**src/rtl/player_physics_if.sv**
```systemverilog
// Control and status bundle between the game controller and the player physics block.
// The master drives the frame/button/collision inputs; the slave (physics) reports sprite state.
interface player_physics_if;
  logic              game_tick;
  logic              jump_btn;
  logic              start;
  logic              collide;
  logic [9:0]        pos_y;
  logic signed [7:0] vel_y;
  logic [1:0]        state;
  logic              game_over;
  logic [15:0]       frame_cnt;

  modport master (
    output game_tick, jump_btn, start, collide,
    input  pos_y, vel_y, state, game_over, frame_cnt
  );

  modport slave (
    input  game_tick, jump_btn, start, collide,
    output pos_y, vel_y, state, game_over, frame_cnt
  );
endinterface

```
**src/rtl/player_physics.sv**
```systemverilog
// Vertical player physics: gravity, jump impulse, ceiling clamp, floor/collision death.
// state | meaning
// IDLE  | sprite parked at spawn row, waiting for start
// PLAY  | physics updates on each game_tick, collisions kill
// DEAD  | everything frozen until start returns to IDLE
module player_physics #(
  parameter int Y_MAX    = 480,
  parameter int PLAYER_H = 16,
  parameter int Y_START  = 240,
  parameter int GRAVITY  = 1,
  parameter int JUMP_VEL = -8,
  parameter int V_MAX    = 10
) (
  input logic              clk,
  input logic              rst_n,
  player_physics_if.slave  bus
);

  localparam logic [9:0]         FLOOR     = 10'(Y_MAX - PLAYER_H);
  localparam logic [9:0]         START_POS = 10'(Y_START);
  localparam logic signed [7:0]  JUMP_V    = 8'(JUMP_VEL);
  localparam logic signed [9:0]  GRAV      = 10'(GRAVITY);
  localparam logic signed [9:0]  VMAX      = 10'(V_MAX);
  localparam logic signed [11:0] FLOOR_S   = {2'b00, FLOOR};

  typedef enum logic [1:0] {
    IDLE = 2'd0,
    PLAY = 2'd1,
    DEAD = 2'd2
  } state_e;

  state_e            state_q;
  logic [9:0]        pos_q;
  logic signed [7:0] vel_q;
  logic [15:0]       frame_cnt_q;
  logic              game_over_q;
  logic              jump_q;
  logic              pending_q;

  logic              jump_edge;
  logic              jump_now;
  logic signed [9:0] vel_grav;
  logic signed [7:0] vel_d;
  logic signed [11:0] pos_d;

  // A jump edge landing on the tick itself is honoured in that same tick.
  always_comb begin
    jump_edge = bus.jump_btn & ~jump_q;
    jump_now  = pending_q | jump_edge;
    vel_grav  = {{2{vel_q[7]}}, vel_q} + GRAV;
    vel_d     = vel_q;
    if (jump_now)
      vel_d = JUMP_V;
    else if (vel_grav > VMAX)
      vel_d = VMAX[7:0];
    else
      vel_d = vel_grav[7:0];
    pos_d = {2'b00, pos_q} + {{4{vel_d[7]}}, vel_d};
  end

  always_ff @(posedge clk or negedge rst_n) begin
    if (!rst_n) begin
      state_q     <= IDLE;
      pos_q       <= START_POS;
      vel_q       <= '0;
      frame_cnt_q <= '0;
      game_over_q <= 1'b0;
      jump_q      <= 1'b0;
      pending_q   <= 1'b0;
    end else begin
      jump_q      <= bus.jump_btn;
      game_over_q <= 1'b0;
      case (state_q)
        IDLE: begin
          pos_q     <= START_POS;
          vel_q     <= '0;
          pending_q <= 1'b0;
          if (bus.start) begin
            state_q     <= PLAY;
            frame_cnt_q <= '0;
          end
        end
        PLAY: begin
          if (bus.collide) begin
            state_q     <= DEAD;
            game_over_q <= 1'b1;
            pending_q   <= 1'b0;
          end else if (bus.game_tick) begin
            pending_q <= 1'b0;
            if (pos_d >= FLOOR_S) begin
              pos_q       <= FLOOR;
              vel_q       <= '0;
              state_q     <= DEAD;
              game_over_q <= 1'b1;
            end else begin
              if (pos_d < 12'sd0) begin
                pos_q <= '0;
                vel_q <= '0;
              end else begin
                pos_q <= pos_d[9:0];
                vel_q <= vel_d;
              end
              if (frame_cnt_q != 16'hFFFF)
                frame_cnt_q <= frame_cnt_q + 16'd1;
            end
          end else if (jump_edge) begin
            pending_q <= 1'b1;
          end
        end
        DEAD: begin
          pending_q <= 1'b0;
          if (bus.start) begin
            state_q <= IDLE;
            pos_q   <= START_POS;
            vel_q   <= '0;
          end
        end
        default: begin
          state_q   <= IDLE;
          pos_q     <= START_POS;
          vel_q     <= '0;
          pending_q <= 1'b0;
        end
      endcase
    end
  end

  assign bus.pos_y     = pos_q;
  assign bus.vel_y     = vel_q;
  assign bus.state     = state_q;
  assign bus.game_over = game_over_q;
  assign bus.frame_cnt = frame_cnt_q;

endmodule

```
**src/flat_wrapper.sv**
```systemverilog
// flat-port wrapper written by rule: the top's interface ports become plain ports
module player_physics_flat 
#(
  parameter int Y_MAX    = 480,
  parameter int PLAYER_H = 16,
  parameter int Y_START  = 240,
  parameter int GRAVITY  = 1,
  parameter int JUMP_VEL = -8,
  parameter int V_MAX    = 10
)
  (clk, rst_n, bus_game_tick, bus_jump_btn, bus_start, bus_collide, bus_pos_y, bus_vel_y, bus_state, bus_game_over, bus_frame_cnt);
  player_physics_if bus_i ();
  input logic clk;
  input logic rst_n;
  input wire logic [$bits(bus_i.game_tick)-1:0] bus_game_tick;
  input wire logic [$bits(bus_i.jump_btn)-1:0] bus_jump_btn;
  input wire logic [$bits(bus_i.start)-1:0] bus_start;
  input wire logic [$bits(bus_i.collide)-1:0] bus_collide;
  output wire logic [$bits(bus_i.pos_y)-1:0] bus_pos_y;
  output wire logic [$bits(bus_i.vel_y)-1:0] bus_vel_y;
  output wire logic [$bits(bus_i.state)-1:0] bus_state;
  output wire logic [$bits(bus_i.game_over)-1:0] bus_game_over;
  output wire logic [$bits(bus_i.frame_cnt)-1:0] bus_frame_cnt;
  assign bus_i.game_tick = bus_game_tick;
  assign bus_i.jump_btn = bus_jump_btn;
  assign bus_i.start = bus_start;
  assign bus_i.collide = bus_collide;
  assign bus_pos_y = bus_i.pos_y;
  assign bus_vel_y = bus_i.vel_y;
  assign bus_state = bus_i.state;
  assign bus_game_over = bus_i.game_over;
  assign bus_frame_cnt = bus_i.frame_cnt;
  player_physics #(.Y_MAX(Y_MAX), .PLAYER_H(PLAYER_H), .Y_START(Y_START), .GRAVITY(GRAVITY), .JUMP_VEL(JUMP_VEL), .V_MAX(V_MAX)) u_core (.clk(clk), .rst_n(rst_n), .bus(bus_i));
endmodule
```
**config.mk**
```make
export PLATFORM = sky130hd
export DESIGN_NAME = player_physics_flat
export DESIGN_NICKNAME = d
export VERILOG_FILES = /design/src/rtl/player_physics_if.sv /design/src/rtl/player_physics.sv /design/src/flat_wrapper.sv
export SDC_FILE = /design/constraint.sdc
export NUM_CORES = 1
export LEC_CHECK = 0
export ABC_AREA = 1
export BUFFER_PORTS_ARGS = -buffer_cell sky130_fd_sc_hd__buf_2
export CAP_MARGIN = 10
export CORE_MARGIN = 5
export CORE_UTILIZATION = 30
export CTS_CLUSTER_DIAMETER = 200
export CTS_CLUSTER_SIZE = 24
export DETAILED_ROUTE_END_ITERATION = 6
export GPL_TIMING_DRIVEN = 0
export PLACE_DENSITY = 0.55
export SLEW_MARGIN = 20
export SYNTH_ARGS = -nofsm -noshare
export SYNTH_HDL_FRONTEND = slang
export SYNTH_SLANG_ARGS = --single-unit
```
**constraint.sdc**
```tcl
create_clock -name clk -period 5 [get_ports clk]
set_input_delay 0.25 -clock clk [delete_from_list [all_inputs] [get_ports clk]]
set_output_delay 0.25 -clock clk [all_outputs]
set_load 0.02 [all_outputs]
```
==> run metrics <==
Min Hold Slack=0.07870 ns; WL final=7494 µm; crit path launch=u_core.bus.vel_y[0]; Critical R2R Launch=u_core.bus.vel_y[0]; Crit. path cell count=25; IO Port Bufs=42; cell area after layout=3374 µm²; Critical-path top delay cell=dfrtp_1; Core Region=9639 µm²; FF+latch area=980.9 µm²; Buf/Inv on CP=2; DP HPWL=5837 µm; Clock Latency Late Sink=0.29 ns; post-CTS setup buffer count=0; FILL cells=1,102; CTS Buffer Depth=2; cell taking the most area after synthesis=dfrtp_1; total of max-cap violations=0; cell with the most instances after synthesis=nand2_1; placed instance area=3293 µm²; crit path DAT=4.20 ns; IO Count=43; Overflow after GRT=0; Std-Cell Rows=36; vias per cell=4.513; P&R area growth vs syn=15.70%; final worst slack=1.041 ns; worst setup path class=flip-flop to flip-flop; Leakage=1.837 nW; initial core utilization=30.26%; CTS tree=done; die width=108.6 µm; Reg2Reg Depth=25; Reg-to-Reg End=u_core.bus.frame_cnt[10]; Max transition margin=38.84%; distinct cell type count after synthesis=33; Worst-Margin Slew=0.9174 ns; number of nets with antenna violations after routing=0; Clock Tree Root=clkbuf_8; Worst VDD drop=0.1614 mV; skew final=0.007030 ns; setup violators final=0; global-route wire length before repair=12,940 µm; Slew Limit Fails=0; DRC Markers=0; Fmax=252.6 MHz; Synth area leaders=dfrtp_1, nand2_1, inv_1; Final Non-Filler Cells=606; most frequent cells after synthesis=nand2_1, inv_1, nor2_1; TritonCTS Buffers=5; number of synthesized flops with an enable pin=0; vias in the first global route=2,688; Initial DRC Count=147; Mapped Nets=446; Netlist Area Pre-Place=2917 µm²; min cycle time layout=3.959 ns; CTS hold repair buffers=0; Synth Register Bits=39; nets=495; multi-input logic area=1674 µm²; CP required=5.24 ns; Synth top area share=30.03%; Post-synth ARST share=100.0%; Fin. Hold Viols=0; Post-Syn Instances=423; # H-tree levels=2; Routability Congestion=0.8865; WL/cell=12.37 µm; Post-Place Setup Slack=1.008 ns; total die area=11,790 µm²; DR vias=2,735; most used cell, CP=nand2_1; Chip Height=108.6 µm; final worst-path cycle share=79.18%; first-pass iteration count of the detailed router=5; largest net degree at the start of global routing=40; share of cells above drive strength 1=14.59%; Hold WC Path Type=input pin to flip-flop; slowest stage delay, CP=0.44 ns; CP endpoint=u_core.bus.frame_cnt[10]; reg2reg setup slack=1.04 ns; outcome=finished clean; synthesized area per cell=6.895 µm²; initial antenna violation count=0; post-CTS sizing=0; Pwr per Cell Area=412.7 nW/µm²; clock-pin slew on the worst setup and hold paths=0.08 ns; Clock Sink Count=39; unrepaired setup endpoints after global routing=false; setup_tns=0 ns; CP delay by family, top=simple AND/OR/NAND/NOR gates; Top FF cell, synth=dfrtp_1; Ant. Diodes=0; Yosys warnings=0; Global Route Usage Sum=13.69%; crit start category=flip-flop; Crit Path Max Fanout=10; crit end category=flip-flop; register area share after synthesis=33.63%; total placed cells including tap cells=598
cell type report:
cell class / count / area share (%)
inverters: 60 / 6.674
multi-input cells: 318 / 49.61
well taps: 133 / 4.931
flip-flops and latches: 39 / 29.07
clock inverters: 1 / 0.1483
repair buffers: 42 / 6.229
clock buffers: 7 / 2.262
plain buffers: 6 / 1.075
layer usage:
metal	global-route usage (%)	routed length, µm
met2	22.51	3395
met1	19.05	3823
met4	2.705	63
met3	2.209	212
met5	0	0
worst reg2reg max path: cells and delay by family (launching register included):
kind,cells,cell delay [ns]
DFF,1,0.44
and+or+nand+nor,17,1.75
AOI/OAI and AO/OA,2,0.38
adders and majority gates,3,0.86
xor gates and xnor gates,1,0.24
buffers and inverters,2,0.26
worst min path at each step:
stage	from	end	slack [ns]	depth (start not counted)
2_1_floorplan	rst_n	u_core.bus.frame_cnt[0]	-0.05	0
3_3_place_gp	bus_jump_btn	u_core.jump_q	0.38	1
3_5_place_dp	bus_jump_btn	u_core.jump_q	0.38	1
4_1_cts	bus_jump_btn	u_core.jump_q	0.07	1
5_1_grt	bus_jump_btn	u_core.jump_q	0.08	1
6_report	bus_jump_btn	u_core.jump_q	0.08	1
report_power, final:
group,total [mW],internal (mW),leakage [nW],switching [mW]
Clock,0.213,0.0981,0.0422,0.115
Sequential,0.426,0.373,0.523,0.0530
Combinational,0.753,0.236,1.27,0.517
cell usage in the layout, fill, tap and decap left out:
| master | instances |
|---|---|
| nand2_1 | 127 |
| inv_1 | 57 |
| nor2_1 | 52 |
| buf_2 | 44 |
| nand3_1 | 38 |
| dfrtp_1 | 35 |
| xor2_1 | 16 |
| ha_1 | 16 |
| o21ai_0 | 15 |
| a21oi_1 | 13 |
| nor3_1 | 8 |
| nand4_1 | 6 |
| nand3b_1 | 6 |
| clkbuf_8 | 5 |
| clkbuf_1 | 4 |
| dfstp_2 | 4 |
| inv_2 | 3 |
| nand3_2 | 3 |
| nor4_1 | 3 |
| nand2_4 | 2 |
| xnor2_1 | 2 |
| nand2_2 | 1 |
| or2_1 | 1 |
| nor3_2 | 1 |
| xnor2_4 | 1 |
| nand3_4 | 1 |
| o21ai_1 | 1 |
| buf_6 | 1 |
| buf_4 | 1 |
| and2_1 | 1 |
| nor2_2 | 1 |
| a211oi_1 | 1 |
| nor3b_1 | 1 |
| fa_1 | 1 |
| clkinv_2 | 1 |
cells by family after synthesis:
family / count (synthesis) / share of synthesized area, %
simple gates: 252 / 38.27
flops: 39 / 33.63
compound gates: 30 / 5.234
fa+ha+maj: 17 / 7.550
buf+inv: 66 / 8.966
xor+xnor: 19 / 6.349
metrics by stage:
step                total power [mW]  utilization (%)
global placement               1.184            34.16
finish                         1.393            35.01
global route                   1.519            35.01
detailed placement             1.192            34.16
floorplan                     0.9731                -
CTS                            1.412            35.01
flip-flops by register name (all words and copies together), names as in the netlist:
name,count
u_core.pending_q,1
u_core.bus.frame_cnt,16
u_core.bus.vel_y,8
u_core.bus.pos_y,10
u_core.jump_q,1
u_core.bus.game_over,1
u_core.bus.state,2
Power figures use the tool's default switching activity.
